===== src/rtl/apb_mi_pkg.sv =====
// -----------------------------------------------------------------------------
// apb_mi_pkg
//   Shared definitions for the APB master interface and the slave-side decoder:
//   FSM state encoding, the default abort data word and small width helpers.
//   No ports (package).
// -----------------------------------------------------------------------------
package apb_mi_pkg;

  // Bus phase of the single outstanding APB transfer. The encoding is shared
  // with the decoder, so the values are fixed explicitly.
  typedef enum logic [1:0] {
    ST_IDLE   = 2'd0,
    ST_SETUP  = 2'd1,
    ST_ACCESS = 2'd2
  } apb_state_e;

  // Read data returned to a master whose transfer was aborted by the watchdog.
  localparam logic [31:0] TIMEOUT_CODE_DEFAULT = 32'hDEADDEAD;

  // Width of an index into n items; never below 1 so a vector can be declared.
  function automatic int unsigned idx_width(input int unsigned n);
    return (n > 1) ? $clog2(n) : 1;
  endfunction

  // Watchdog counter width, clog2(timeout+1); a disabled watchdog (0) still
  // gets a 1-bit counter so the declaration stays legal.
  function automatic int unsigned wd_width(input int unsigned timeout);
    return (timeout > 0) ? $clog2(timeout + 1) : 1;
  endfunction

endpackage : apb_mi_pkg


===== src/rtl/apb_mi_rr_arb.sv =====
// -----------------------------------------------------------------------------
// apb_mi_rr_arb
//   Combinational round-robin arbiter. The requester closest after last_i
//   (wrapping modulo N) wins; last_i itself has the lowest priority, so a lone
//   requester always wins whatever last_i holds.
// Ports
//   req_i    in  N    request vector (already masked for eligibility)
//   last_i   in  IW   index of the previously served requester
//   grant_o  out IW   index of the winner (only meaningful when any_o=1)
//   any_o    out 1    at least one request is present
// -----------------------------------------------------------------------------
module apb_mi_rr_arb
  import apb_mi_pkg::*;
#(
  parameter int unsigned N  = 2,
  parameter int unsigned IW = idx_width(N)
) (
  input  logic [N-1:0]  req_i,
  input  logic [IW-1:0] last_i,
  output logic [IW-1:0] grant_o,
  output logic          any_o
);

  localparam int NI = int'(N);

  // Offsets are scanned from farthest to nearest so the nearest requester is
  // the last assignment and therefore the winner.
  always_comb begin
    // NOTE: every output of a combinational block gets a default before any
    // conditional assignment; a path that leaves one unassigned infers a latch.
    grant_o = last_i;
    any_o   = 1'b0;
    for (int off = NI; off >= 1; off--) begin
      if (req_i[(int'(last_i) + off) % NI]) begin
        grant_o = IW'((int'(last_i) + off) % NI);
        any_o   = 1'b1;
      end
    end
  end

endmodule : apb_mi_rr_arb


===== src/rtl/apb_mi.sv =====
// -----------------------------------------------------------------------------
// apb_mi
//   APB master interface in front of the slave-side decoder. Arbitrates
//   MST_NUM request ports round-robin, latches the winner's command, runs one
//   SETUP/ACCESS transfer on the shared bus and returns the result to the
//   winner as a one-cycle done pulse. A wait-state watchdog aborts transfers
//   whose ACCESS phase never sees pready_s.
// Ports
//   clk          in   1                   clock, all state on rising edge
//   rst          in   1                   asynchronous active-high reset
//   m_req        in   MST_NUM             per-master request, held until m_done
//   m_write      in   MST_NUM             per-master direction, 1 = write
//   m_addr       in   MST_NUM*ADDR_WIDTH  master i at [i*ADDR_WIDTH +: ADDR_WIDTH]
//   m_wdata      in   MST_NUM*DATA_WIDTH  master i at [i*DATA_WIDTH +: DATA_WIDTH]
//   m_done       out  MST_NUM             one-cycle completion pulse to the winner
//   m_err        out  1                   with m_done: 1 = watchdog abort
//   m_rdata      out  DATA_WIDTH          read data, held until next completion
//   psel_arb     out  1                   APB select
//   penable_arb  out  1                   APB enable
//   pwrite_mi    out  1                   APB direction
//   paddr_mi     out  ADDR_WIDTH          APB address
//   pwdata_mi    out  DATA_WIDTH          APB write data
//   prdata_s     in   DATA_WIDTH          read data from decoder
//   pready_s     in   1                   ready from decoder
// -----------------------------------------------------------------------------
module apb_mi
  import apb_mi_pkg::*;
#(
  parameter int unsigned           MST_NUM      = 2,
  parameter int unsigned           DATA_WIDTH   = 32,
  parameter int unsigned           ADDR_WIDTH   = 16,
  parameter int unsigned           TIMEOUT      = 255,
  parameter logic [DATA_WIDTH-1:0] TIMEOUT_CODE = DATA_WIDTH'(TIMEOUT_CODE_DEFAULT)
) (
  input  logic                          clk,
  input  logic                          rst,
  input  logic [MST_NUM-1:0]            m_req,
  input  logic [MST_NUM-1:0]            m_write,
  input  logic [MST_NUM*ADDR_WIDTH-1:0] m_addr,
  input  logic [MST_NUM*DATA_WIDTH-1:0] m_wdata,
  output logic [MST_NUM-1:0]            m_done,
  output logic                          m_err,
  output logic [DATA_WIDTH-1:0]         m_rdata,
  output logic                          psel_arb,
  output logic                          penable_arb,
  output logic                          pwrite_mi,
  output logic [ADDR_WIDTH-1:0]         paddr_mi,
  output logic [DATA_WIDTH-1:0]         pwdata_mi,
  input  logic [DATA_WIDTH-1:0]         prdata_s,
  input  logic                          pready_s
);

  localparam int unsigned IW = idx_width(MST_NUM);
  localparam int unsigned WW = wd_width(TIMEOUT);

  // Count value held during the TIMEOUT-th consecutive low ACCESS cycle.
  localparam logic [WW-1:0] WD_LAST = WW'((TIMEOUT > 0) ? TIMEOUT - 1 : 0);
  localparam logic [IW-1:0] LAST_RST = IW'(MST_NUM - 1);

  apb_state_e              state_q,   state_d;
  logic [IW-1:0]           grant_q,   grant_d;
  logic [IW-1:0]           last_q,    last_d;
  logic [WW-1:0]           wd_q,      wd_d;
  logic                    psel_q,    psel_d;
  logic                    penable_q, penable_d;
  logic                    pwrite_q,  pwrite_d;
  logic [ADDR_WIDTH-1:0]   paddr_q,   paddr_d;
  logic [DATA_WIDTH-1:0]   pwdata_q,  pwdata_d;
  logic [MST_NUM-1:0]      done_q,    done_d;
  logic                    err_q,     err_d;
  logic [DATA_WIDTH-1:0]   rdata_q,   rdata_d;

  logic [MST_NUM-1:0]      eligible;
  logic [IW-1:0]           arb_grant;
  logic                    arb_any;

  // The master just served still holds req during its done cycle; masking it
  // keeps that stale request from starting a second transfer.
  assign eligible = m_req & ~done_q;

  apb_mi_rr_arb #(
    .N  (MST_NUM),
    .IW (IW)
  ) u_arb (
    .req_i   (eligible),
    .last_i  (last_q),
    .grant_o (arb_grant),
    .any_o   (arb_any)
  );

  // Next-state logic for the FSM and every registered output.
  always_comb begin
    state_d   = state_q;
    grant_d   = grant_q;
    last_d    = last_q;
    wd_d      = wd_q;
    psel_d    = psel_q;
    penable_d = penable_q;
    pwrite_d  = pwrite_q;
    paddr_d   = paddr_q;
    pwdata_d  = pwdata_q;
    rdata_d   = rdata_q;
    done_d    = '0;      // completion flags are single-cycle pulses
    err_d     = 1'b0;

    unique case (state_q)
      ST_IDLE: begin
        if (arb_any) begin
          grant_d   = arb_grant;
          pwrite_d  = m_write[arb_grant];
          paddr_d   = m_addr[int'(arb_grant)*ADDR_WIDTH +: ADDR_WIDTH];
          pwdata_d  = m_wdata[int'(arb_grant)*DATA_WIDTH +: DATA_WIDTH];
          wd_d      = '0;
          psel_d    = 1'b1;
          penable_d = 1'b0;
          state_d   = ST_SETUP;
        end
      end

      ST_SETUP: begin
        penable_d = 1'b1;
        state_d   = ST_ACCESS;
      end

      ST_ACCESS: begin
        // pready is tested first so a ready arriving on the expiry cycle
        // completes normally instead of aborting.
        if (pready_s) begin
          rdata_d          = prdata_s;
          done_d[grant_q]  = 1'b1;
          err_d            = 1'b0;
          last_d           = grant_q;
          psel_d           = 1'b0;
          penable_d        = 1'b0;
          state_d          = ST_IDLE;
        end else if (TIMEOUT != 0 && wd_q == WD_LAST) begin
          rdata_d          = TIMEOUT_CODE;
          done_d[grant_q]  = 1'b1;
          err_d            = 1'b1;
          last_d           = grant_q;
          psel_d           = 1'b0;
          penable_d        = 1'b0;
          state_d          = ST_IDLE;
        end else begin
          wd_d = wd_q + WW'(1);
        end
      end

      default: begin
        psel_d    = 1'b0;
        penable_d = 1'b0;
        state_d   = ST_IDLE;
      end
    endcase
  end

  // Reset clears psel/penable asynchronously, abandoning any transfer in
  // flight without a done pulse.
  always_ff @(posedge clk or posedge rst) begin
    // NOTE: sequential state uses non-blocking assignments only, so every
    // register samples the pre-edge values regardless of statement order.
    if (rst) begin
      state_q   <= ST_IDLE;
      grant_q   <= '0;
      last_q    <= LAST_RST;
      wd_q      <= '0;
      psel_q    <= 1'b0;
      penable_q <= 1'b0;
      pwrite_q  <= 1'b0;
      paddr_q   <= '0;
      pwdata_q  <= '0;
      done_q    <= '0;
      err_q     <= 1'b0;
      rdata_q   <= '0;
    end else begin
      state_q   <= state_d;
      grant_q   <= grant_d;
      last_q    <= last_d;
      wd_q      <= wd_d;
      psel_q    <= psel_d;
      penable_q <= penable_d;
      pwrite_q  <= pwrite_d;
      paddr_q   <= paddr_d;
      pwdata_q  <= pwdata_d;
      done_q    <= done_d;
      err_q     <= err_d;
      rdata_q   <= rdata_d;
    end
  end

  assign m_done      = done_q;
  assign m_err       = err_q;
  assign m_rdata     = rdata_q;
  assign psel_arb    = psel_q;
  assign penable_arb = penable_q;
  assign pwrite_mi   = pwrite_q;
  assign paddr_mi    = paddr_q;
  assign pwdata_mi   = pwdata_q;

endmodule : apb_mi


===== config.mk =====
export PLATFORM = sky130hd
export DESIGN_NAME = apb_mi
export DESIGN_NICKNAME = d
export VERILOG_FILES = /design/src/rtl/apb_mi_pkg.sv /design/src/rtl/apb_mi_rr_arb.sv /design/src/rtl/apb_mi.sv
export SDC_FILE = /design/constraint.sdc
export NUM_CORES = 1
export LEC_CHECK = 0
export ABC_CLOCK_PERIOD_IN_PS = 4800
export CAP_MARGIN = 40
export CORE_ASPECT_RATIO = 1.1
export CORE_MARGIN = 2
export CORE_UTILIZATION = 40
export CTS_BUF_LIST = sky130_fd_sc_hd__clkbuf_16
export CTS_CLUSTER_DIAMETER = 60
export DETAILED_ROUTE_END_ITERATION = 10
export GPL_ROUTABILITY_DRIVEN = 0
export PLACE_DENSITY_LB_ADDON = 0.1
export SLEW_MARGIN = 20
export SYNTH_ARGS = -nofsm -noshare
export SYNTH_HDL_FRONTEND = slang
export SYNTH_SLANG_ARGS = --single-unit

===== constraint.sdc =====
create_clock -name clk -period 4.8 [get_ports clk]
set_input_delay 1.2 -clock clk [delete_from_list [all_inputs] [get_ports clk]]
set_output_delay 1.2 -clock clk [all_outputs]
set_load 0.01 [all_outputs]

# [Word-level counts from Yosys, hierarchy flattened]
# Cells that the tools add are included.
[classes] div_mod_pow=0 mul=0 addsub=3 shift=2 mux=38 bitwise=5 n_reduce_logical=9 order_cmp=5 n_eq_ne=7
[ops] op="32-bit 2-to-1 mux" n=2
[ops] op="64-bit by 7-bit indexed part select with 32-bit output" n=1
[ops] op="32-bit by 6-bit indexed part select with 16-bit output" n=1
[ops] op="8-bit 2-to-1 mux" n=3
[ops] op="1-bit 2-to-1 mux" n=22
[ops] op="8-bit one-hot mux with 2 select lines" n=1
[ops] op="2-bit 2-to-1 mux" n=6
[ops] op="8-bit by 1-bit adder with 8-bit output, second input constant" n=1
[ops] op="8-bit == test, second input constant" n=1
[ops] op="2-bit by 3-bit less-than comparator with 1-bit output, second input constant" n=2
[ops] op="2-bit inequality test, second input constant" n=3
[ops] op="1-bit one-hot mux with 3 select lines" n=2
[ops] op="2-bit one-hot mux with 3 select lines" n=1
[ops] op="2-bit AND reduction" n=3
[ops] op="1-bit by 2-bit less-than comparator with 1-bit output, second input constant" n=2
[ops] op="4-bit AND reduction" n=1
[ops] op="2-bit nonzero test" n=2
[ops] op="3-bit inequality test, second input constant" n=1
[ops] op="3-bit AND reduction" n=1
[ops] op="1-bit adder, second input constant" n=2
[ops] op="1-bit bitwise AND, first input constant" n=2
[ops] op="2-bit bitwise AND" n=1
[ops] op="2-bit by 1-bit == test with 1-bit output, second input constant" n=1
[ops] op="2-bit == test, second input constant" n=1
[ops] op="other kinds (6)" n=6
[word_totals] ff_bits=98 mem_bits_ro=0 out_inout_bits=86 mem_bits_rw=0 input_bits=135 mem_count=0 latch_bits=0 wordCells=81

# [Longest topological paths before layout]
# Gate-level depths: netlist of run 1.
[logic_depth] word_depth=9 mapped_depth=7 mapped_depth_nobuf=6

# [Hierarchy]
# Synthesis of run 1 repeated with hierarchy kept, for this count alone.
[unflattened] hier_cells=363 hier_area_um2=4191.5
[by_module_without_submodules] mod="apb_mi" area_each_um2=4176.5 cells_each=360 n_inst=1 seq_area_each_um2=2428.6
[by_module_without_submodules] mod="apb_mi_rr_arb" area_each_um2=15.0 cells_each=3 n_inst=1 seq_area_each_um2=0.0

# [Least setup slack after synthesis of run 1]
# OpenSTA, ideal clock, no wires.
[synth_timing] kind="input-to-reg" from="input port m_req[0]" to="register wd_q[1]" required_ns=4.672 setup_time_ns=0.128 arrival_ns=2.200 path_stages=5 path_slack_ns=2.473 n_path_buf=1 cell_sequence="nand2b_1 a211o_1 buf_6 a21oi_2 mux2_1"
[synth_via] elab_chain_cells=8 elab_cells_between_ends=11 classes_between="eq/ne (1); mux (8); bitwise (1); reduce/logical (1)"
[synth_lines] item="from (decl)" line_no="apb_mi.sv:37" text="input logic [MST_NUM-1:0] m_req,"
[synth_lines] item="2-bit bitwise AND (*)" line_no="apb_mi.sv:79" text="assign eligible = m_req & ~done_q;"
[synth_lines] item="1-bit 2-to-1 mux (not written as such) (3 in series)" line_no="apb_mi_rr_arb.sv:34" text="if (req_i[(int'(last_i) + off) % NI]) begin"
[synth_lines] item="1-bit 2-to-1 mux" line_no="apb_mi_rr_arb.sv:34"
[synth_lines] item="1-bit 2-to-1 mux (*)" line_no="apb_mi_rr_arb.sv:34"
[synth_lines] item="2-bit inequality test (no line) (*)"
[synth_lines] item="4-bit AND reduction (no line) (*)"
[synth_lines] item="to (signal assigned)" line_no="apb_mi.sv:179" text="wd_q <= wd_d;"
[synth_lines] item="to (decl)" line_no="apb_mi.sv:63" text="logic [WW-1:0] wd_q, wd_d;"
# Every way passes the cells marked *; elsewhere a longest branch is shown, timed or not. The select of a mux whose other input is x is not followed.
# A chain may end at the register's enable or synchronous reset.

# [Final worst setup path of run 1]
# Same ends and word-level chain as after synthesis.

==> results of run 1 <==
-- power by group through the flow --
stage / Sequential (mW) / Clock, mW / Combinational (mW)
floorplan: 1.55 / 0 / 0.803
global placement: 1.41 / 0 / 1.90
detailed placement: 1.42 / 0 / 1.97
CTS: 1.41 / 0.725 / 1.97
global route: 1.46 / 0.756 / 2.12
finish: 1.41 / 0.709 / 1.95
-- layout make-up --
type                    count  area share, %
flip-flops and latches     97           35.2
repair buffers            226           33.2
multi-input cells         243           24.4
clock buffers               9           3.27
well taps                 143           2.60
clock inverters             7           1.02
inverters                   4          0.290
-- Yosys cell counts, drive strengths merged (2+ instances only) --
cell type,number,area (um^2)
a211o,3,26.3
a211oi,2,15.0
a21oi,4,27.5
a22o,10,87.6
and2,2,12.5
and4,2,17.5
buf,16,97.6
clkbuf,9,35.0
dfrtp,96,2400
ha,2,25.0
inv,4,17.5
mux2,3,33.8
mux2i,50,500
nand2,55,206
nand2b,7,43.8
nand3,3,15.0
nand4,3,25.0
nor2,5,18.8
nor3,2,10.0
nor3b,2,15.0
nor4,2,12.5
o21ai,51,255
o21bai,2,15.0
o22a,22,193
o31ai,2,15.0
-- metrics by stage --
step | hold WS [ns] | util (%) | cells | setup slack, ns
after floorplan | 0.435 | - | 369 | 1.07
after global placement | 0.460 | 63.3 | 710 | 1.53
after detailed placement | 0.469 | 63.6 | 711 | 1.47
after CTS | 0.480 | 66.4 | 727 | 1.83
after global routing | 0.506 | 66.6 | 729 | 1.77
final | 0.479 | 66.6 | 729 | 1.84
-- worst max-delay path: stages --
cell and delay [ns]:
clkdlybuf4s50_1 0.47, nand2b_1 0.12, a211o_4 0.52, buf_16 0.27, a21oi_2 0.24, mux2_1 0.34
-- cell families (layout without fill, tap and decap cells) --
kind of cell | count (synthesis) | after routing
compound gates | 103 | 103
fa+ha+maj | 2 | 2
buf+inv | 29 | 246
flops | 97 | 97
mux | 53 | 53
simple gates | 85 | 85
-- final timing paths --
check | start | to | cells past startpoint
worst min-delay path | pwdata_mi[3] | pwdata_mi[3] | 2
worst max register to register | m_done[0] | wd_q[1] | 5
worst min register to register | pwdata_mi[3] | pwdata_mi[3] | 2
worst max-delay path | m_req[0] | wd_q[1] | 6
max in group asynchronous | rst | last_q | 3
min in group asynchronous | rst | m_rdata[18] | 2
-- per-layer routing --
layer  track usage (%)  vias to the layer above  wire length (um)
li1                  -                     1750                 -
met1              24.7                     1756              4700
met2              37.1                      148              6140
met3              6.79                       23               983
met4              8.36                        0               284
met5                 0                        -                 0
-- registers in the layout, indices dropped and copies added, names as in the netlist --
register and flops:
paddr_mi 16, pwdata_mi 32, grant_q 1, m_done 2, psel_arb 1, m_rdata 32
m_err 1, wd_q 8, pwrite_mi 1, state_q 2, last_q 1
==> results.yml, run 1 <==
outcome:
  status: "complete, no violations"
timing:
  finalMaxSlewViolations: 0
  final-hold-violation-count: 0
  finalCritPeriodShare_pct: 61.6
  period_needed_ns: 2.96
  maxSlewHeadroom_pct: 52.3
  worstMarginPinSlew_ns: 0.716
  clock_skew_ns: 0.00789
  finalSetupViolations: 0
  rsz0062_at_grt: "false"
  final.setup.tns_ns: 0
  fmax_ghz: 0.338
logic_synthesis:
  synth_warnings: 0
  synth_top_family_by_area: "compound AO/OA/AOI/OAI gates"
  avgSynthCellArea_um2: 11.5
  ys_ff_latch: 97
  syn_area_um2: 4250
  synth-xor-area-share_pct: 0
  synthAdderAreaFrac_pct: 0.589
  synth_edf_count: 0
  synth_ff_type: "dfrtp_1"
  ys_async_sr_fraction_pct: 100
  synth_mux_area_share_pct: 12.6
  synth.distinct_cells: 43
  ys_seq_area_share_pct: 57.2
  syn-num-nets: 506
  synth_compound_area_share_pct: 16.9
  synthCells: 369
  synthSimpleGateAreaFrac_pct: 9.20
critical_path:
  crit_path_end_kind: "flop"
  cp-start-kind: "input port"
  required_ns: 5.02
  worstPathMaxFanout: 71
  critPathArrivalTime_ns: 3.17
  rrSetupSlack_ns: 2.70
  crit_type: "input port to flop"
pwr:
  power_frac_comb_pct: 47.9
  switching_share_pct: 34.7
  powerDensity_nw_per_um2: 591
  p_sw_mw: 1.41
  p_leak_nw: 2.99
  vdd_drop_max_v: 0.000462
  seqPwrFrac_pct: 34.7
  power.total_mw: 4.08
  clkPwrFrac_pct: 17.4
  p_int_mw: 2.66
place:
  io_buffers: 220
  place_hpwl_um: 9000
  place_area_um2: 6580
final_layout:
  multi_input_area_um2: 1680
  regArea_um2: 2430
  num-nets-final: 718
  post-route-cell-area_um2: 6890
  diodes: 0
  drive_gt1_share_pct: 5.63
  layout_commonest_cell: "clkdlybuf4s50_1"
  syn_to_final_growth_pct: 62.4
  mostFrequentLayoutCells: "clkdlybuf4s50_1, dfrtp_1, nand2_1"
  final.fill_count: 847
drt:
  routed_wl_um: 12100
  wl_per_cell_um: 16.6
  via_per_inst: 5.04
  drt-initial-drc-count: 142
  drcViolationCount: 0
  num_vias: 3677
  ant_nets: 0
  firstDrtPassIters: 4
clocking:
  clk_pin_slew_worst_paths_ns: 0.07
  cts_buffers: 9
  cts_setup_buffers: 0
  cts_tree: "built"
  cts_hold_buf: 0
  ctsResizeCount: 0
  insertion_delay_ns: 0.33
  ctsLongestPathBuffers: 2
  h-tree-depth: 3
  numClockSinks: 97
  root_buffer: "clkbuf_16"
floorplan:
  die_area_um2: 11500
  io_pins: 221
  die_x_um: 102
  start_util_pct: 41.0
  core.rowCount: 39
  core_area_um2: 10300
  fp.dieH_um: 112
global_routing:
  grt_pass1_vias: 3884
  grt_pass1_wl_um: 19200
  grt_overflow: 0
  grt_start_max_net_pins: 72
  antenna_found_initial: 0
  track_usage_pct: 21.5
worst_hold_path:
  min_path_type: "flop to flop"
flow_run:
  maxCapViolations: 0
Note: power is estimated with default switching activity, not from simulation.
==> inputs of run 2 (changes only) <==
--- a/config.mk
+++ b/config.mk
@@ -5,11 +5,11 @@
 export SDC_FILE = /design/constraint.sdc
 export NUM_CORES = 1
 export LEC_CHECK = 0
-export ABC_CLOCK_PERIOD_IN_PS = 4800
+export ABC_CLOCK_PERIOD_IN_PS = 2700
 export CAP_MARGIN = 40
 export CORE_ASPECT_RATIO = 1.1
 export CORE_MARGIN = 2
-export CORE_UTILIZATION = 40
+export CORE_UTILIZATION = 36
 export CTS_BUF_LIST = sky130_fd_sc_hd__clkbuf_16
 export CTS_CLUSTER_DIAMETER = 60
 export DETAILED_ROUTE_END_ITERATION = 10
==> constraint.sdc (replaced) <==
create_clock -name clk -period 2.7 [get_ports clk]
set_input_delay 0.675 -clock clk [delete_from_list [all_inputs] [get_ports clk]]
set_output_delay 0.675 -clock clk [all_outputs]
set_load 0.01 [all_outputs]
==> results.yml, run 2 (same netlist as run 1, synthesis figures left out) <==
final_layout:
  mostFrequentLayoutCells: "clkdlybuf4s50_1, dfrtp_1, nand2_1"
  layout_commonest_cell: "clkdlybuf4s50_1"
  fin_cells: 740
  diodes: 0
  num-nets-final: 722
  syn_to_final_growth_pct: 63.4
  drive_gt1_share_pct: 6.10
critical_path:
  cp-start-kind: "input port"
  required_ns: 2.89
  crit_type: "input port to flop"
  r2r_cells: 6
  crit_buf_inv: 2
  worstPathMaxFanout: 68
  slowest_stage: "a211o_4"
  critPathArrivalTime_ns: 2.32
  crit_family: "buffers and inverters"
  crit_path_end_kind: "flop"
  r2r_end: "m_rdata[28]"
  reg2reg_from: "wd_q[0]"
  crit_chain: "clkdlybuf4s50_1 > nand2b_1 > a211o_4 > buf_4 > nand2_1 > o21ai_0"
  max_stage_delay_ns: 0.47
  rrSetupSlack_ns: 0.90
timing:
  final.setup.tns_ns: 0
  worstMarginPinSlew_ns: 0.665
  rsz0062_at_grt: "false"
  finalMaxSlewViolations: 0
  maxSlewHeadroom_pct: 55.6
  final-hold-violation-count: 0
  finalSetupViolations: 0
  clock_skew_ns: 0.00723
  finalCritPeriodShare_pct: 78.8
  period_needed_ns: 2.13
  fmax_ghz: 0.470
drt:
  via_per_inst: 4.90
  wl_per_cell_um: 16.4
  drcViolationCount: 0
  firstDrtPassIters: 4
  num_vias: 3627
  routed_wl_um: 12100
  ant_nets: 0
  drt-initial-drc-count: 80
global_routing:
  grt_pass1_wl_um: 19300
  grt_start_max_net_pins: 69
  grt_pass1_vias: 3822
  antenna_found_initial: 0
  grt_overflow: 0
  track_usage_pct: 19.4
floorplan:
  fp.dieH_um: 118
  core.rowCount: 41
  start_util_pct: 36.9
  die_x_um: 108
  core_area_um2: 11500
  io_pins: 221
  die_area_um2: 12700
clocking:
  ctsResizeCount: 0
  cts_setup_buffers: 0
  insertion_delay_ns: 0.34
  cts_tree: "built"
  clk_pin_slew_worst_paths_ns: 0.07
  cts_buffers: 9
  root_buffer: "clkbuf_16"
  ctsLongestPathBuffers: 2
  cts_hold_buf: 0
  h-tree-depth: 3
  numClockSinks: 97
place:
  place_hpwl_um: 9220
  io_buffers: 220
  dp_cells: 724
flow_run:
  maxCapViolations: 0
pwr:
  vdd_drop_max_v: 0.000515
  power.total_mw: 7.22
  p_leak_nw: 3.00
  powerDensity_nw_per_um2: 1040
worst_hold_path:
  min_path_cells: 2
  min_path_type: "flop to flop"
  min_from: "pwdata_mi[11]"
  holdPathEnd: "pwdata_mi[11]"
outcome:
  status: "complete, no violations"
==> run 2: cell types whose count changed in the layout (fill, tap and decap cells not counted), moves of 2 or more <==
cell,previous run,this run
buf_12,1,4
buf_4,2,6
clkinv_4,2,0
clkinvlp_4,0,3
==> run 2: how the worst max path moves through the flow <==
stage,startpoint,to,cells after the start
final,m_req[0],paddr_mi[9],6
after floorplan,rst,grant_q,1
after detailed placement,m_req[0],paddr_mi[9],6
after global placement,m_req[0],wd_q[1],5
after CTS,m_req[0],wd_q[1],5
after global routing,m_req[0],paddr_mi[11],5
==> run 2: worst min-delay path: stages (launching register included) <==
cell,delay [ns]
dfrtp_1,0.34
nand2_1,0.04
o21ai_0,0.06
==> run 2: power breakdown <==
group          internal, mW  total (mW)  leakage, nW  switching (mW)
combinational          1.90        3.49         1.68            1.59
sequential             2.12        2.50         1.18           0.378
clock                 0.708        1.24        0.140           0.529
total                  4.72        7.22         3.00            2.50
==> run 2: per-stage QoR <==
step | hold WS, ns | area, um^2 | worst slack, ns | utilization (%)
after floorplan | 0.435 | 4250 | 0.878 | -
after global placement | 0.460 | 6650 | 0.276 | 57.9
after detailed placement | 0.460 | 6650 | 0.226 | 57.9
after CTS | 0.476 | 6940 | 0.585 | 60.4
after global routing | 0.506 | 6940 | 0.423 | 60.4
final | 0.475 | 6940 | 0.573 | 60.4
==> run 2: area by class of cell <==
cell class / count / area [um^2]
clock buffer: 9 / 225
clock inverter: 7 / 62.6
fill: 1011 / 4560
inverter: 4 / 21.3
multi-input combinational: 243 / 1680
sequential: 97 / 2430
tap: 150 / 188
timing repair buffer: 230 / 2330
==> run 2: layer usage <==
layer,vias up,GRT usage (%),part of all wire [%]
met3,17,5.70,8.0
met1,1724,23.0,40
met4,0,7.61,2.2
li1,1752,-,-
met5,-,0,0
met2,134,32.9,50
